`src/rtl/fifo_ctrl_pkg.sv`:
```
// Shared types and default sizing for the FIFO sequencing front-end.
package fifo_ctrl_pkg;

  typedef enum logic [1:0] {
    RUN   = 2'd0,
    DRAIN = 2'd1,
    DONE  = 2'd2
  } ctrl_state_t;

  localparam int DEF_DATA_W = 8;
  localparam int DEF_DEPTH  = 16;

endpackage

```
`src/rtl/fifo_ctrl_rr_arb2.sv`:
```
// Two-way round-robin arbiter: combinational grant, registered tie-break pointer.
module rr_arb2
  import fifo_ctrl_pkg::*;
(
  input  logic       clk,
  input  logic       reset,
  input  logic [1:0] req,
  input  logic       en,
  output logic [1:0] gnt
);

  // Index of the requester that wins a tie; 0 after reset.
  logic ptr;

  // Grant a lone requester outright, break a tie with the pointer.
  always_comb begin
    gnt = 2'b00;
    if (en) begin
      case (req)
        2'b01:   gnt = 2'b01;
        2'b10:   gnt = 2'b10;
        2'b11:   gnt = ptr ? 2'b10 : 2'b01;
        default: gnt = 2'b00;
      endcase
    end
  end

  // Move priority away from whoever was just granted; hold when idle.
  always_ff @(posedge clk) begin
    if (reset) begin
      ptr <= 1'b0;
    end else if (gnt != 2'b00) begin
      ptr <= gnt[0];
    end
  end

endmodule

```
`src/rtl/fifo_ctrl.sv`:
```
// Push/pop sequencer for an external FIFO: arbitrates two producers, serves
// one consumer, tracks occupancy, drains on flush and cross-checks the
// FIFO's own full/empty flags.
module fifo_ctrl
  import fifo_ctrl_pkg::*;
#(
  parameter  int DATA_W = DEF_DATA_W,
  parameter  int DEPTH  = DEF_DEPTH,
  localparam int CNT_W  = $clog2(DEPTH + 1)
) (
  input  logic              clk,
  input  logic              reset,
  input  logic [1:0]        req_push,
  input  logic [DATA_W-1:0] data0,
  input  logic [DATA_W-1:0] data1,
  output logic [1:0]        ack_push,
  input  logic              req_pop,
  output logic              ack_pop,
  input  logic              flush,
  output logic              flush_done,
  input  logic              fifo_full,
  input  logic              fifo_empty,
  output logic              push,
  output logic              pop,
  output logic [DATA_W-1:0] pushedValue,
  output logic [CNT_W-1:0]  count,
  output logic              err
);

  localparam logic [CNT_W-1:0] FULL_CNT = CNT_W'(DEPTH);

  ctrl_state_t       state;
  ctrl_state_t       state_next;
  logic [1:0]        req_elig;
  logic [1:0]        gnt;
  logic              push_en;
  logic              push_issue;
  logic              pop_issue;
  logic              ack_pop_next;
  logic              flush_done_next;
  logic              flag_bad;
  logic [CNT_W-1:0]  count_next;
  logic [CNT_W-1:0]  count_d;
  logic [DATA_W-1:0] value_next;

  // Occupancy step clamped to 0..DEPTH; a simultaneous push and pop cancel.
  function automatic logic [CNT_W-1:0] count_step(input logic [CNT_W-1:0] c,
                                                  input logic inc,
                                                  input logic dec);
    logic [CNT_W-1:0] r;
    r = c;
    if (inc && !dec && (c != FULL_CNT)) begin
      r = c + CNT_W'(1);
    end else if (dec && !inc && (c != '0)) begin
      r = c - CNT_W'(1);
    end
    return r;
  endfunction

  rr_arb2 u_arb (
    .clk   (clk),
    .reset (reset),
    .req   (req_elig),
    .en    (push_en),
    .gnt   (gnt)
  );

  // Eligibility: a requester acked this cycle sits out one cycle so it can
  // drop its request or present new data. A flush sampled in RUN already
  // blocks pushes so the drain sees a stable target.
  always_comb begin
    req_elig     = req_push & ~ack_push;
    push_en      = (state == RUN) && !flush && (count != FULL_CNT);
    push_issue   = (gnt != 2'b00);
    pop_issue    = (count != '0) && ((state == DRAIN) || (req_pop && !ack_pop));
    ack_pop_next = pop_issue && req_pop && !ack_pop;
    value_next   = gnt[1] ? data1 : data0;
    count_next   = count_step(count, push_issue, pop_issue);
    flag_bad     = ((count_d == '0) != fifo_empty) || ((count_d == FULL_CNT) != fifo_full);
  end

  // Flush sequencing state register.
  always_ff @(posedge clk) begin
    if (reset) begin
      state <= RUN;
    end else begin
      state <= state_next;
    end
  end

  // Flush sequencing: RUN -> DRAIN until empty -> DONE for one cycle -> RUN.
  always_comb begin
    state_next      = state;
    flush_done_next = 1'b0;
    case (state)
      RUN: begin
        if (flush) begin
          state_next = DRAIN;
        end
      end
      DRAIN: begin
        if (count == '0) begin
          state_next      = DONE;
          flush_done_next = 1'b1;
        end
      end
      DONE: begin
        state_next = RUN;
      end
      default: begin
        state_next = RUN;
      end
    endcase
  end

  // Output stage: every port is driven from a register one cycle after the
  // request was sampled.
  always_ff @(posedge clk) begin
    if (reset) begin
      push        <= 1'b0;
      pop         <= 1'b0;
      ack_push    <= 2'b00;
      ack_pop     <= 1'b0;
      flush_done  <= 1'b0;
      count       <= '0;
      count_d     <= '0;
      err         <= 1'b0;
      pushedValue <= '0;
    end else begin
      push       <= push_issue;
      pop        <= pop_issue;
      ack_push   <= gnt;
      ack_pop    <= ack_pop_next;
      flush_done <= flush_done_next;
      count      <= count_next;
      count_d    <= count;
      err        <= err || flag_bad;
      if (push_issue) begin
        pushedValue <= value_next;
      end
    end
  end

endmodule

```
`config.mk`:
```
export PLATFORM = sky130hd
export DESIGN_NAME = fifo_ctrl
export DESIGN_NICKNAME = d
export VERILOG_FILES = /design/src/rtl/fifo_ctrl_pkg.sv /design/src/rtl/fifo_ctrl_rr_arb2.sv /design/src/rtl/fifo_ctrl.sv
export SDC_FILE = /design/constraint.sdc
export NUM_CORES = 1
export LEC_CHECK = 0
export ABC_AREA = 1
export CELL_PAD_IN_SITES_DETAIL_PLACEMENT = 0
export CELL_PAD_IN_SITES_GLOBAL_PLACEMENT = 2
export CORE_ASPECT_RATIO = 1.75
export CORE_MARGIN = 2
export CORE_UTILIZATION = 25
export CTS_CLUSTER_SIZE = 30
export DETAILED_ROUTE_END_ITERATION = 8
export MAX_ROUTING_LAYER = met4
export PLACE_DENSITY = 0.79
export SKIP_LAST_GASP = 1
export SYNTH_ARGS = -nofsm -noshare
export SYNTH_HDL_FRONTEND = slang
export SYNTH_SLANG_ARGS = --single-unit
```
`constraint.sdc`:
```
create_clock -name clk -period 2.4 [get_ports clk]
set_input_delay 0.6 -clock clk [delete_from_list [all_inputs] [get_ports clk]]
set_output_delay 0.6 -clock clk [all_outputs]
set_load 0.02 [all_outputs]
```
==> reports/qor.yml <==
synthesis:
  yosys_warnings: 0
  synth-seq-area-share: 0.4007
  yosys.area.top_type_share: 0.4007
  synth_top_family_by_area: "simple AND/OR/NAND/NOR gates"
  syn_avg_cell_area_um2: 8.086
  synth_compound_area_frac: 0.1360
  syn_nets: 201
  syn_area_um2: 1399
  synthCells: 173
  synth_cell_types: 33
  synth_xor_area_frac: 0.01252
  post_synth_and_or_nand_nor_area_fraction: 0.3336
  synth-edff-count: 0
  async_flop_share: 0
  ys_top_cells_by_area: "dfxtp_1, nor2_1, nand2_1"
  synth-seq-cells: 28
  synth_area_leader_cell: "dfxtp_1"
  synth.area.mux_share: 0
  ys.flop_type: "dfxtp_1"
  synth_fa_ha_area_frac: 0.04114
sta:
  max_slew_margin: 0.7688
  setup_ws_ns: 0.1037
  fmax_ghz: 0.4355
  slew_viol_final: 0
  rsz0062_at_grt: "true"
  hold_ws_ns: 0.4678
  worstMarginPinSlew_ns: 0.3457
  clock_skew_ns: 0.001534
  hold_viol: 0
  setup_viol: 0
  setup-tns-final_ns: 0
  finalCriticalPeriod_ns: 2.296
  fin_crit_sh: 0.9568
worst_setup_path:
  r2r-end: "count[4]$_SDFFE_PP0P_"
  rrSetupSlack_ns: 0.42
  startpoint_type: "input pin"
  critical_path.max_fanout: 5
  cp-end-kind: "flop"
  startpoint: "req_push[1]"
  arrival_ns: 2.48
  crit_type: "in2reg"
  required_ns: 2.58
  ff2ff_path_depth: 13
  crit_path_end: "count[4]$_SDFFE_PP0P_"
  rr_startpoint: "count[3]$_SDFFE_PP0P_"
global_route:
  overflow: 0
  antenna_found_initial: 0
  grt_pass1_wl_um: 5989
  grt_pass1_vias: 1315
  grt_max_degree: 18
  gr-usage-all-layers: 0.1345
placed_design:
  hpwl_um: 2915
  placed_area_um2: 2041
  port_buffers: 43
  place_ws_ns: -0.2548
  gp_congestion: 0.7485
clock_tree:
  cts.htree.levels: 1
  clock_latency_ns: 0.28
  cts_tree: "built"
  root_buffer: "clkbuf_8"
  clock_path_buffers: 2
  cts.sinks: 28
  cts_resized: 0
  cts_buffers: 3
  cts_setup_buffers: 0
  clk_pin_slew_worst_paths_ns: 0.10
  cts_hold_buf: 0
route:
  drt_first_iter_violations: 53
  viasPerCell: 4.116
  drt_pass1_iterations: 3
  wl_per_cell_um: 11.80
  postRouteAntennaNets: 0
  wl_um: 3669
  num_vias: 1280
  drc_errors: 0
die:
  start_util: 0.2546
  dieArea_um2: 6233
  ios: 44
  die_w_um: 60.55
  core_region_area_um2: 5495
  rows: 36
  die_h_um: 103.0
run_status:
  outcome: "complete, no violations"
final_layout:
  drive_gt1_frac: 0.2383
  diodes: 0
  fin_area_um2: 2146
  nets: 264
  area_growth_pct: 53.40
job:
  cap_viol_max_count: 0
min_path:
  hp-class: "reg2reg"
pwr:
  p_per_area_nw_per_um2: 1016
  power.leakage_uw: 0.0008789
  irDropWorstVdd_uv: 374.7
  finalPower_uw: 2180
[placed cells by master (no fill, tap or decap), drive strengths merged]
cell           synthesis  routed
o21ai                 12      12
dfxtp                 28      28
inv                   22      22
nor3                   2       2
ha                     3       3
nand2                 29      29
clkdlybuf4s50          0      43
fa                     1       1
nand3b                 2       2
nor2                  40      40
a21oi                 14      14
bufinv                 0       1
or2                    1       1
buf                    2      18
o21bai                 1       1
xor2                   2       2
nand4                  1       1
clkbuf                 1       3
nand3                 10      10
a31oi                  2       2
[per-stage QoR]
step                  util  instances
floorplan                -        173
finish              0.3905        311
detailed placement  0.3714        307
CTS                 0.3843        311
global placement    0.3714        307
global route        0.3905        311
[flip-flops by register name, summed over array words and instances (netlist names)]
| name | flops |
|---|---|
| u_arb.ptr | 1 |
| err | 1 |
| ack_push | 2 |
| ack_pop | 1 |
| pop | 1 |
| pushedValue | 8 |
| push | 1 |
| flush_done | 1 |
| count | 5 |
| state | 2 |
| count_d | 5 |
[how the worst min path moves through the flow]
| stage | start | to | slack (ns) | cells past startpoint |
|---|---|---|---|---|
| after floorplan | u_arb.ptr$_SDFFE_PP0P_ | u_arb.ptr$_SDFFE_PP0P_ | 0.45 | 2 |
| after global placement | pushedValue[1]$_SDFFE_PP0P_ | pushedValue[1]$_SDFFE_PP0P_ | 0.45 | 2 |
| after detailed placement | pushedValue[0]$_SDFFE_PP0P_ | pushedValue[0]$_SDFFE_PP0P_ | 0.46 | 2 |
| after CTS | pushedValue[0]$_SDFFE_PP0P_ | pushedValue[0]$_SDFFE_PP0P_ | 0.47 | 2 |
| after global routing | pushedValue[0]$_SDFFE_PP0P_ | pushedValue[0]$_SDFFE_PP0P_ | 0.49 | 2 |
| final | pushedValue[0]$_SDFFE_PP0P_ | pushedValue[0]$_SDFFE_PP0P_ | 0.47 | 2 |
[synthesized netlist by cell type, types with 2 or more instances]
library cell   n
a21oi_1        7
a21oi_2        6
dfxtp_1       28
ha_1           3
inv_1         18
inv_2          2
inv_4          2
nand2_1       22
nand2_2        3
nand2_4        4
nand3_1        7
nand3_2        2
nor2_1        35
nor2_4         3
nor3_1         2
o21ai_0        2
o21ai_1       10
xor2_1         2
[power by group]
part,internal [uW],switching (uW)
clock,224,154
sequential,565,74.6
combinational,537,625
total,1330,854
[routing by layer]
| layer | wire [um] | track usage | vias to the layer above |
|---|---|---|---|
| li1 | - | - | 673 |
| met1 | 1330 | 0.1174 | 565 |
| met2 | 2039 | 0.2634 | 37 |
| met3 | 209 | 0.02008 | 5 |
| met4 | 91 | 0.06689 | 0 |
| met5 | 0 | - | - |
[worst max-delay path, stage by stage]
cell             delay, ns
clkdlybuf4s50_1       0.48
inv_1                 0.07
nor2_4                0.11
nand2_4               0.07
a21oi_4               0.18
nand2_4               0.10
ha_4                  0.28
inv_1                 0.05
o21bai_1              0.15
a31oi_2               0.06
inv_1                 0.06
nand2_1               0.07
a21oi_1               0.15
nor2_1                0.06
[cell type report]
cell class,instances,area [um2]
Timing Repair Buffer,61,565.5
Fill cell,585,3349
Inverter,22,87.58
Sequential cell,28,560.5
Multi-Input combinational cell,120,765.7
Clock inverter,1,30.03
Tap cell,76,95.09
Clock buffer,3,41.29
[cells by family (layout without fill, tap and decap cells)]
group / after synthesis / after routing
AO/OA/AOI/OAI: 29 / 29
AND/OR/NAND/NOR: 85 / 85
buffers and inverters: 25 / 87
adder cells (fa/ha/maj): 4 / 4
XOR/XNOR: 2 / 2
flip-flops: 28 / 28
No activity file was read; power rests on OpenSTA's default activity.
